## config.mk

```make
export PLATFORM = sky130hd
export DESIGN_NAME = ag_panel_in_flat
export DESIGN_NICKNAME = d
export VERILOG_FILES = /design/src/rtl/ag_panel_pkg.sv /design/src/rtl/ag_panel_in_if.sv /design/src/rtl/ag_panel_in_debounce.sv /design/src/rtl/ag_panel_in.sv /design/src/flat_wrapper.sv
export SDC_FILE = /design/constraint.sdc
export NUM_CORES = 1
export LEC_CHECK = 0
export ABC_AREA = 0
export CAP_MARGIN = 15
export CORE_UTILIZATION = 50
export CTS_CLUSTER_SIZE = 25
export DETAILED_ROUTE_END_ITERATION = 8
export PLACE_DENSITY = 0.68
export SYNTH_ARGS = -nofsm -noshare
export SYNTH_HDL_FRONTEND = slang
export SYNTH_HIERARCHICAL = 1
export SYNTH_SLANG_ARGS = --single-unit
```

## constraint.sdc

```tcl
create_clock -name clk -period 2.2 [get_ports clk]
set_clock_uncertainty 0.15 [all_clocks]
set_input_delay 0.55 -clock clk [delete_from_list [all_inputs] [get_ports clk]]
set_output_delay 0.55 -clock clk [all_outputs]
set_load 0.005 [all_outputs]
```

## src/rtl/ag_panel_pkg.sv

```systemverilog
`default_nettype none
// +-------------------------------------------------------------------------+
// | ag_panel_pkg : shared constants and helpers for the panel input block   |
// | Rev 1.0                                                                 |
// +-------------------------------------------------------------------------+
package ag_panel_pkg;

    localparam logic [1:0] c_rot_rest          = 2'b11;
    localparam int         c_rot_qthresh       = 4;
    localparam int         c_db_cycles_default = 50000;

    // Clockwise successor on the Gray ring 11 -> 01 -> 00 -> 10 -> 11 ({a,b}).
    function automatic logic [1:0] rot_next_cw(input logic [1:0] ab);
        logic [1:0] nxt;
        case (ab)
            2'b11:   nxt = 2'b01;
            2'b01:   nxt = 2'b00;
            2'b00:   nxt = 2'b10;
            default: nxt = 2'b11;
        endcase
        return nxt;
    endfunction

endpackage
`default_nettype wire

```

## src/rtl/ag_panel_in_if.sv

```systemverilog
`default_nettype none
// +-------------------------------------------------------------------------+
// | ag_panel_in_if : raw panel pins in, debounced/decoded panel events out  |
// | Rev 1.0                                                                 |
// +-------------------------------------------------------------------------+
interface ag_panel_in_if #(
    parameter int N_BTN = 4,
    parameter int N_SW  = 4
);
    logic [N_BTN-1:0] btn_raw;
    logic [N_SW-1:0]  sw_raw;
    logic             rot_a;
    logic             rot_b;
    logic             rot_center;

    logic [N_BTN-1:0] btn_level;
    logic [N_BTN-1:0] btn_press;
    logic [N_BTN-1:0] btn_release;
    logic [N_SW-1:0]  sw_level;
    logic             rot_step;
    logic             rot_dir;
    logic             rot_push;
    logic [7:0]       rot_pos;

    modport master (
        output btn_raw, sw_raw, rot_a, rot_b, rot_center,
        input  btn_level, btn_press, btn_release, sw_level,
               rot_step, rot_dir, rot_push, rot_pos
    );

    modport slave (
        input  btn_raw, sw_raw, rot_a, rot_b, rot_center,
        output btn_level, btn_press, btn_release, sw_level,
               rot_step, rot_dir, rot_push, rot_pos
    );
endinterface
`default_nettype wire

```

## src/rtl/ag_panel_in_debounce.sv

```systemverilog
`default_nettype none
// +-------------------------------------------------------------------------+
// | ag_debounce : 2-flop synchroniser, hold-time debounce, edge pulses      |
// | Rev 1.0                                                                 |
// +-------------------------------------------------------------------------+
module ag_debounce
    import ag_panel_pkg::*;
#(
    parameter int DB_CYCLES = c_db_cycles_default
) (
    input  logic clk,
    input  logic rst,
    input  logic i_din,
    output logic o_level,
    output logic o_rise,
    output logic o_fall
);
    localparam int c_cw = $clog2(DB_CYCLES);

    logic [1:0]      r_sync;
    logic            r_stable;
    logic [c_cw-1:0] r_cnt;
    logic            r_level;
    logic            r_rise;
    logic            r_fall;

    always_ff @(posedge clk) begin
        if (rst) begin
            r_sync   <= 2'b00;
            r_stable <= 1'b0;
            r_cnt    <= '0;
            r_level  <= 1'b0;
            r_rise   <= 1'b0;
            r_fall   <= 1'b0;
        end else begin
            r_sync <= {r_sync[0], i_din};
            if (r_sync[1] == r_stable) begin
                r_cnt <= '0;
            end else if (r_cnt == c_cw'(DB_CYCLES - 1)) begin
                r_stable <= r_sync[1];
                r_cnt    <= '0;
            end else begin
                r_cnt <= r_cnt + c_cw'(1);
            end
            // Output stage: level and its edge pulses change in the same cycle.
            r_level <= r_stable;
            r_rise  <= r_stable & ~r_level;
            r_fall  <= ~r_stable & r_level;
        end
    end

    assign o_level = r_level;
    assign o_rise  = r_rise;
    assign o_fall  = r_fall;

endmodule
`default_nettype wire

```

## src/rtl/ag_panel_in.sv

```systemverilog
`default_nettype none
// +-------------------------------------------------------------------------+
// | ag_panel_in : debounced buttons/switches and optional rotary decoder    |
// | Rotary decoder built only when AG_PANEL_ROT_EN is defined.   Rev 1.0    |
// +-------------------------------------------------------------------------+
module ag_panel_in
    import ag_panel_pkg::*;
#(
    parameter int N_BTN     = 4,
    parameter int N_SW      = 4,
    parameter int DB_CYCLES = c_db_cycles_default
) (
    input  logic          clk,
    input  logic          rst,
    ag_panel_in_if.slave  pins
);
    logic [N_BTN-1:0] w_btn_level;
    logic [N_BTN-1:0] w_btn_press;
    logic [N_BTN-1:0] w_btn_release;
    logic [N_SW-1:0]  w_sw_level;

    for (genvar gi = 0; gi < N_BTN; gi++) begin : g_btn
        ag_debounce #(.DB_CYCLES(DB_CYCLES)) u_db (
            .clk(clk), .rst(rst), .i_din(pins.btn_raw[gi]),
            .o_level(w_btn_level[gi]), .o_rise(w_btn_press[gi]), .o_fall(w_btn_release[gi])
        );
    end

    for (genvar gi = 0; gi < N_SW; gi++) begin : g_sw
        ag_debounce #(.DB_CYCLES(DB_CYCLES)) u_db (
            .clk(clk), .rst(rst), .i_din(pins.sw_raw[gi]),
            .o_level(w_sw_level[gi]), .o_rise(), .o_fall()
        );
    end

    assign pins.btn_level   = w_btn_level;
    assign pins.btn_press   = w_btn_press;
    assign pins.btn_release = w_btn_release;
    assign pins.sw_level    = w_sw_level;

`ifdef AG_PANEL_ROT_EN
    localparam logic signed [3:0] c_q_pos = 4'(c_rot_qthresh);
    localparam logic signed [3:0] c_q_neg = 4'(-c_rot_qthresh);

    logic              w_a;
    logic              w_b;
    logic              w_push;
    logic [1:0]        w_ab;
    logic              w_cw;
    logic              w_ccw;
    logic signed [3:0] w_delta;
    logic signed [3:0] w_qsum;

    logic [1:0]        r_ab_prev;
    logic signed [2:0] r_q;
    logic              r_step;
    logic              r_dir;
    logic [7:0]        r_pos;

    ag_debounce #(.DB_CYCLES(DB_CYCLES)) u_rot_a (
        .clk(clk), .rst(rst), .i_din(pins.rot_a), .o_level(w_a), .o_rise(), .o_fall()
    );
    ag_debounce #(.DB_CYCLES(DB_CYCLES)) u_rot_b (
        .clk(clk), .rst(rst), .i_din(pins.rot_b), .o_level(w_b), .o_rise(), .o_fall()
    );
    ag_debounce #(.DB_CYCLES(DB_CYCLES)) u_rot_c (
        .clk(clk), .rst(rst), .i_din(pins.rot_center), .o_level(), .o_rise(w_push), .o_fall()
    );

    // A two-bit jump matches neither successor, so it yields no delta.
    always_comb begin
        w_ab    = {w_a, w_b};
        w_cw    = (w_ab == rot_next_cw(r_ab_prev));
        w_ccw   = (r_ab_prev == rot_next_cw(w_ab));
        w_delta = w_cw ? 4'sd1 : (w_ccw ? -4'sd1 : 4'sd0);
        // Evaluated one bit wider so a full detent of +4 is representable.
        w_qsum  = $signed({r_q[2], r_q}) + w_delta;
    end

    always_ff @(posedge clk) begin
        if (rst) begin
            r_ab_prev <= c_rot_rest;
            r_q       <= '0;
            r_step    <= 1'b0;
            r_dir     <= 1'b0;
            r_pos     <= 8'd0;
        end else begin
            r_step    <= 1'b0;
            r_ab_prev <= w_ab;
            if (w_cw || w_ccw) begin
                if (w_ab == c_rot_rest) begin
                    r_q <= '0;
                    if (w_qsum == c_q_pos) begin
                        r_step <= 1'b1;
                        r_dir  <= 1'b1;
                        r_pos  <= r_pos + 8'd1;
                    end else if (w_qsum == c_q_neg) begin
                        r_step <= 1'b1;
                        r_dir  <= 1'b0;
                        r_pos  <= r_pos - 8'd1;
                    end
                end else begin
                    r_q <= w_qsum[2:0];
                end
            end
        end
    end

    assign pins.rot_step = r_step;
    assign pins.rot_dir  = r_dir;
    assign pins.rot_push = w_push;
    assign pins.rot_pos  = r_pos;
`else
    assign pins.rot_step = 1'b0;
    assign pins.rot_dir  = 1'b0;
    assign pins.rot_push = 1'b0;
    assign pins.rot_pos  = 8'd0;
`endif

endmodule
`default_nettype wire

```

## src/flat_wrapper.sv

```systemverilog
// flat-port wrapper written by rule: the top's interface ports become plain ports
module ag_panel_in_flat import ag_panel_pkg::*;
#(
    parameter int N_BTN     = 4,
    parameter int N_SW      = 4,
    parameter int DB_CYCLES = c_db_cycles_default
)
  (clk, rst, pins_btn_raw, pins_sw_raw, pins_rot_a, pins_rot_b, pins_rot_center, pins_btn_level, pins_btn_press, pins_btn_release, pins_sw_level, pins_rot_step, pins_rot_dir, pins_rot_push, pins_rot_pos);
  ag_panel_in_if #(.N_BTN(N_BTN), .N_SW(N_SW)) pins_i ();
  input  logic clk;
  input  logic rst;
  input wire logic [$bits(pins_i.btn_raw)-1:0] pins_btn_raw;
  input wire logic [$bits(pins_i.sw_raw)-1:0] pins_sw_raw;
  input wire logic [$bits(pins_i.rot_a)-1:0] pins_rot_a;
  input wire logic [$bits(pins_i.rot_b)-1:0] pins_rot_b;
  input wire logic [$bits(pins_i.rot_center)-1:0] pins_rot_center;
  output wire logic [$bits(pins_i.btn_level)-1:0] pins_btn_level;
  output wire logic [$bits(pins_i.btn_press)-1:0] pins_btn_press;
  output wire logic [$bits(pins_i.btn_release)-1:0] pins_btn_release;
  output wire logic [$bits(pins_i.sw_level)-1:0] pins_sw_level;
  output wire logic [$bits(pins_i.rot_step)-1:0] pins_rot_step;
  output wire logic [$bits(pins_i.rot_dir)-1:0] pins_rot_dir;
  output wire logic [$bits(pins_i.rot_push)-1:0] pins_rot_push;
  output wire logic [$bits(pins_i.rot_pos)-1:0] pins_rot_pos;
  assign pins_i.btn_raw = pins_btn_raw;
  assign pins_i.sw_raw = pins_sw_raw;
  assign pins_i.rot_a = pins_rot_a;
  assign pins_i.rot_b = pins_rot_b;
  assign pins_i.rot_center = pins_rot_center;
  assign pins_btn_level = pins_i.btn_level;
  assign pins_btn_press = pins_i.btn_press;
  assign pins_btn_release = pins_i.btn_release;
  assign pins_sw_level = pins_i.sw_level;
  assign pins_rot_step = pins_i.rot_step;
  assign pins_rot_dir = pins_i.rot_dir;
  assign pins_rot_push = pins_i.rot_push;
  assign pins_rot_pos = pins_i.rot_pos;
  ag_panel_in #(.N_BTN(N_BTN), .N_SW(N_SW), .DB_CYCLES(DB_CYCLES)) u_core (.clk(clk), .rst(rst), .pins(pins_i));
endmodule
```

==> impl_results.md, run 1 <==
- Cells after synthesis: 740
- Slowest library cell on the worst path: clkdlybuf4s50_1
- Maximum vdd drop: 631 uV
- Critical path, cell by cell: clkdlybuf4s50_1
- Antenna diode instance count: 0
- Vias in the first global route: 4,774
- Maximum achievable frequency: 496 MHz
- Layer with the highest usage: met2
- Path type of the worst setup path: reg -> out
- Placeable core region: 14,500 um^2
- Total count of hold-check failures in the final report: 0
- CTS max path bufs: 2
- Pwr per Cell Area: 712 nW/um^2
- Io pins: 40
- DRT antenna net count: 0
- Final net count: 803
- Die height: 123 um
- Met3 routing resource usage after global routing: 3.83%
- Data required, critical path: 1.50 ns
- Number of fillers in the final layout: 1,264
- DP Wirelength: 8550 um
- Number of max-cap violations: 0
- Worst-path maximum fanout: 3
- Final Max Tran Viols: 0
- Most used cells in the layout excluding fill and tap cells: nor2_1 (168), dfxtp_1 (168), xnor2_1 (112)
- Routed wire length per instance: 12.6 um
- Clk Latency, worst-skew pair: 0.41 ns
- DRC violation total after the first TritonRoute iteration: 230
- First-pass GRT wire length: 21,000 um
- GR Util All Layers: 17.2%
- Quantity of gates resized following cts: 0
- Minimum setup slack after placement: 0.350 ns
- Starting Density: 51.0%
- Synthesized area divided by synthesized cell count: 9.97 um^2
- Number of antenna violations at the first check in global routing: 0
- Global-route congestion overflow total: 0
- PortBufs: 25
- Final count of negative-setup-slack endpoints: 0
- Total negative slack: 0 ns
- Worst Setup Start Kind: register
- Post-CTS Hold Fix Bufs: 0
- Type of the most critical hold path: reg -> reg
- CTS tree: built
- Worst path arrival time: 1.32 ns
- Maximum number of pins on one net before global-route repair: 21
- Run status: finished, final reports clean
- RSZ-0062 raised after global routing: false
- Endpoint type of the worst setup path: output pin
- DR DRC count: 0
- Met1 Track Usage GR: 21.0%
- Final Critical Period: 2.02 ns
- Clock input transition at the sequential cells of the worst setup and hold paths: 0.06 ns
- Inserted Clock Buffers: 17
- Number of synthesis warnings: 6
- Chip Width: 123 um
- Area Growth Syn to Fin: 13.3%
- Pleak: 2.86 nW
- Count of clock tree sinks: 168
- Largest incremental delay on the critical path: 0.55 ns
- Cell Area, Synth: 7380 um^2
- GP Congestion: 0.779
- Std cell rows: 44
- Final worst slack: 0.184 ns
- Pre-antenna DRT Iters: 4
- Vias post-DR: 5,032
- Buffer and inverter count on the worst path: 1
- Crit-path leading delay family: buffers and inverters
- Die area: 15,200 um^2
- Post-CTS setup repair buffer count: 0
- Final cycle utilization of the critical path: 91.6%
- Worst setup slack for register-to-register paths: 0.35 ns
- Via density per instance: 5.15
- GR Util met2: 28.9%
- # H-tree levels: 4
- Final Routed Wirelength: 12,300 um
- Root buffer cell: clkbuf_16
- Proportion of layout cells with a drive suffix above 1: 12.5%
## metal layers
| layer | up-vias | share of wire [%] |
|---|---|---|
| li1 | 2553 | - |
| met1 | 2394 | 46 |
| met2 | 67 | 49 |
| met3 | 18 | 2.8 |
| met4 | 0 | 1.5 |
| met5 | - | 0 |
## through the flow
stage / std cells / hold slack, ns / area [um^2] / power (mW) / util (%)
floorplan: 750 / 0.264 / 7420 / 3.19 / -
global placement: 947 / 0.266 / 7800 / 3.22 / 53.9
detailed placement: 947 / 0.276 / 7800 / 3.22 / 53.9
CTS: 978 / 0.284 / 8360 / 6.03 / 57.7
global route: 978 / 0.298 / 8360 / 6.18 / 57.7
finish: 978 / 0.278 / 8360 / 5.95 / 57.7
## sequential cells by signal, indices dropped and copies added, names as in the netlist
signal,cells
u_core/g_btn.u_db/o_fall,4
u_core/g_sw.u_db/r_cnt,64
u_core/g_sw.u_db/r_sync,8
u_core/g_btn.u_db/r_cnt,64
u_core/g_sw.u_db/r_stable,4
u_core/g_btn.u_db/r_sync,8
u_core/g_sw.u_db/o_level,4
u_core/g_btn.u_db/o_rise,4
u_core/g_btn.u_db/o_level,4
u_core/g_btn.u_db/r_stable,4
## layout make-up
| type | instances | area (um^2) | area share, % |
|---|---|---|---|
| inverter | 24 | 90.1 | 1.08 |
| clock inverter | 9 | 101 | 1.21 |
| multi-input combinational | 539 | 3820 | 45.7 |
| tap | 184 | 230 | 2.75 |
| timing repair buffer | 32 | 298 | 3.56 |
| sequential | 168 | 3360 | 40.2 |
| clock buffer | 22 | 454 | 5.43 |
## path summary, 6_finish.rpt
check,from,to,cells after the start
worst max-delay path,u_core/g_btn[2].u_db/o_level,pins_btn_level[2],1
worst min-delay path,u_core/g_btn[3].u_db/o_level,u_core/g_btn[3].u_db/o_rise,1
worst max register to register,u_core/g_btn[3].u_db/r_cnt[0],u_core/g_btn[3].u_db/r_cnt[13],5
worst min register to register,u_core/g_btn[3].u_db/o_level,u_core/g_btn[3].u_db/o_rise,1
## report_power, final
part / switching, mW / internal [mW] / total (mW)
Combinational: 0.0458 / 0.0361 / 0.0819
Clock: 1.11 / 1.69 / 2.80
Sequential: 0.0111 / 3.06 / 3.07
Total: 1.17 / 4.78 / 5.95
Power figures use the tool's default switching activity.
==> inputs of run 2 (changes only) <==
--- a/config.mk
+++ b/config.mk
@@ -7,10 +7,10 @@
 export LEC_CHECK = 0
 export ABC_AREA = 0
 export CAP_MARGIN = 15
-export CORE_UTILIZATION = 50
+export CORE_UTILIZATION = 60
 export CTS_CLUSTER_SIZE = 25
 export DETAILED_ROUTE_END_ITERATION = 8
-export PLACE_DENSITY = 0.68
+export PLACE_DENSITY = 0.8
 export SYNTH_ARGS = -nofsm -noshare
 export SYNTH_HDL_FRONTEND = slang
 export SYNTH_HIERARCHICAL = 1
==> impl_results.md, run 2 (synthesis results as in run 1) <==
- Final Critical Period: 2.02 ns (+0.00721 ns)
- Std cell rows: 40 (-9.1%)
- Slew of the pin with the lowest slew margin: 0.502 ns
- Slowest library cell on the worst path: clkdlybuf4s50_1
- Io pins: 40 (unchanged)
- Area Growth Syn to Fin: 12.8%
- Endpoint type of the worst setup path: output pin
- Inserted Clock Buffers: 17 (unchanged)
- Maximum achievable frequency: 494 MHz (-0.36%)
- Starting Density: 61.4% (+10 points)
- Proportion of layout cells with a drive suffix above 1: 12.8% (+0.28 points)
- Die area: 12,700 um^2 (-16%)
- Worst Setup Start Kind: register
- GR Util All Layers: 22.3% (+5.0 points)
- DRC violation total after the first TritonRoute iteration: 328 (+43%)
- Chip Width: 113 um (-8.6%)
- Cell count after placement: 907 (-4.2%)
- Pwr per Cell Area: 732 nW/um^2 (+2.8%)
- Placeable core region: 12,000 um^2 (-17%)
- Root buffer cell: clkbuf_16
- Die height: 113 um (-8.6%)
- Routed wire length per instance: 13.9 um (+11%)
- # H-tree levels: 4 (unchanged)
- Critical path, cell by cell: clkdlybuf4s50_1
- Via density per instance: 5.42 (+5.3%)
- Data required, critical path: 1.50 ns (about the same)
- Total count of hold-check failures in the final report: 0 (unchanged)
- Number of fillers in the final layout: 921 (-27%)
- Clk Latency, worst-skew pair: 0.42 ns (about the same)
- PortBufs: 25 (unchanged)
- Maximum number of pins on one net before global-route repair: 26 (+24%)
- Crit-path leading delay family: buffers and inverters
- Final Max Tran Viols: 0 (unchanged)
- Worst setup slack for register-to-register paths: 0.35 ns (about the same)
- Path type of the worst setup path: reg -> out
- Vias post-DR: 5,085 (+1.1%)
- Number of antenna violations at the first check in global routing: 0 (unchanged)
- Vias in the first global route: 5,035 (+5.5%)
- Worst path arrival time: 1.32 ns (about the same)
- Final Routed Wirelength: 13,100 um (+6.6%)
- Post-CTS setup repair buffer count: 0 (unchanged)
- Final cycle utilization of the critical path: 91.9% (+0.33 points)
- Clock input transition at the sequential cells of the worst setup and hold paths: 0.07 ns (about the same)
- Largest registers in the final layout: u_core/g_btn.u_db/r_cnt (64), u_core/g_sw.u_db/r_cnt (64)
- Worst-path maximum fanout: 3 (unchanged)
- Maximum vdd drop: 566 uV (-10%)
- Pleak: 2.86 nW (about the same)
- Type of the most critical hold path: reg -> reg
- Final net count: 800 (-0.37%)
- Buffer and inverter count on the worst path: 1 (unchanged)
- RSZ-0062 raised after global routing: false
- Largest incremental delay on the critical path: 0.56 ns (about the same)
- Number of max-cap violations: 0 (unchanged)
- First-pass GRT wire length: 22,900 um (+9.0%)
- Antenna diode instance count: 0 (unchanged)
- DRT antenna net count: 0 (unchanged)
- Count of clock tree sinks: 168 (unchanged)
- Fin cells: 939 (-4.0%)
- Post-CTS Hold Fix Bufs: 0 (unchanged)
- CTS tree: built
- DP Wirelength: 8980 um (+5.0%)
- Run status: finished, final reports clean
- GP Congestion: 0.805 (+3.4%)
- Global-route congestion overflow total: 0 (unchanged)
- Quantity of gates resized following cts: 0 (unchanged)
- DR DRC count: 0 (unchanged)
- CTS max path bufs: 2 (unchanged)
- Most used cells in the layout excluding fill and tap cells: nor2_1 (168), dfxtp_1 (168), xnor2_1 (112)
- Headroom to the max-slew limit: 66.6%
- Total negative slack: 0 ns (unchanged)
- Final count of negative-setup-slack endpoints: 0 (unchanged)
- Pre-antenna DRT Iters: 5 (+1)
[run 2: where the power goes]
part	internal (mW)	switching (mW)
sequential	3.06	0.0110
combinational	0.0331	0.0458
clock	1.69	1.25
total	4.79	1.31
[run 2: area by class of cell]
class | instances | area, um^2 | area share (%)
multi-input combinational | 539 | 3820 | 45.9
sequential | 168 | 3360 | 40.4
clock buffer | 17 | 425 | 5.11
timing repair buffer | 29 | 275 | 3.31
tap | 147 | 184 | 2.21
clock inverter | 15 | 161 | 1.94
inverter | 24 | 90.1 | 1.08
[run 2: path summary, 6_finish.rpt]
check / startpoint / depth (start not counted) / end
max: u_core/g_btn[2].u_db/o_level / 1 / pins_btn_level[2]
max reg2reg: u_core/g_sw[0].u_db/r_cnt[0] / 5 / u_core/g_sw[0].u_db/r_cnt[10]
min: u_core/g_btn[0].u_db/o_level / 1 / u_core/g_btn[0].u_db/o_rise
min reg2reg: u_core/g_btn[0].u_db/o_level / 1 / u_core/g_btn[0].u_db/o_rise
[run 2: metrics by stage]
stage	setup slack [ns]	util (%)	instance area, um^2	total power, mW	hold slack, ns
2_1_floorplan	0.615	-	7420	3.19	0.264
3_3_place_gp	0.424	64.4	7730	3.21	0.263
3_5_place_dp	0.371	64.4	7730	3.22	0.275
4_1_cts	0.133	69.3	8320	6.15	0.290
5_1_grt	0.101	69.3	8320	6.28	0.297
6_report	0.177	69.3	8320	6.09	0.283
[run 2: routing by layer]
layer,vias to the layer above,track usage (%),routed length (um)
met3,25,4.93,437
met4,0,9.12,250
met1,2415,26.8,5900
li1,2551,-,-
met5,-,0,0
met2,94,38.6,6500
==> inputs of run 3 (changes only) <==
--- a/config.mk
+++ b/config.mk
@@ -6,7 +6,6 @@
 export NUM_CORES = 1
 export LEC_CHECK = 0
 export ABC_AREA = 0
-export CAP_MARGIN = 15
 export CORE_UTILIZATION = 60
 export CTS_CLUSTER_SIZE = 25
 export DETAILED_ROUTE_END_ITERATION = 8
==> results of run 3 <==
Same layout as run 2: the final DEF is identical, and so are final timing and power.
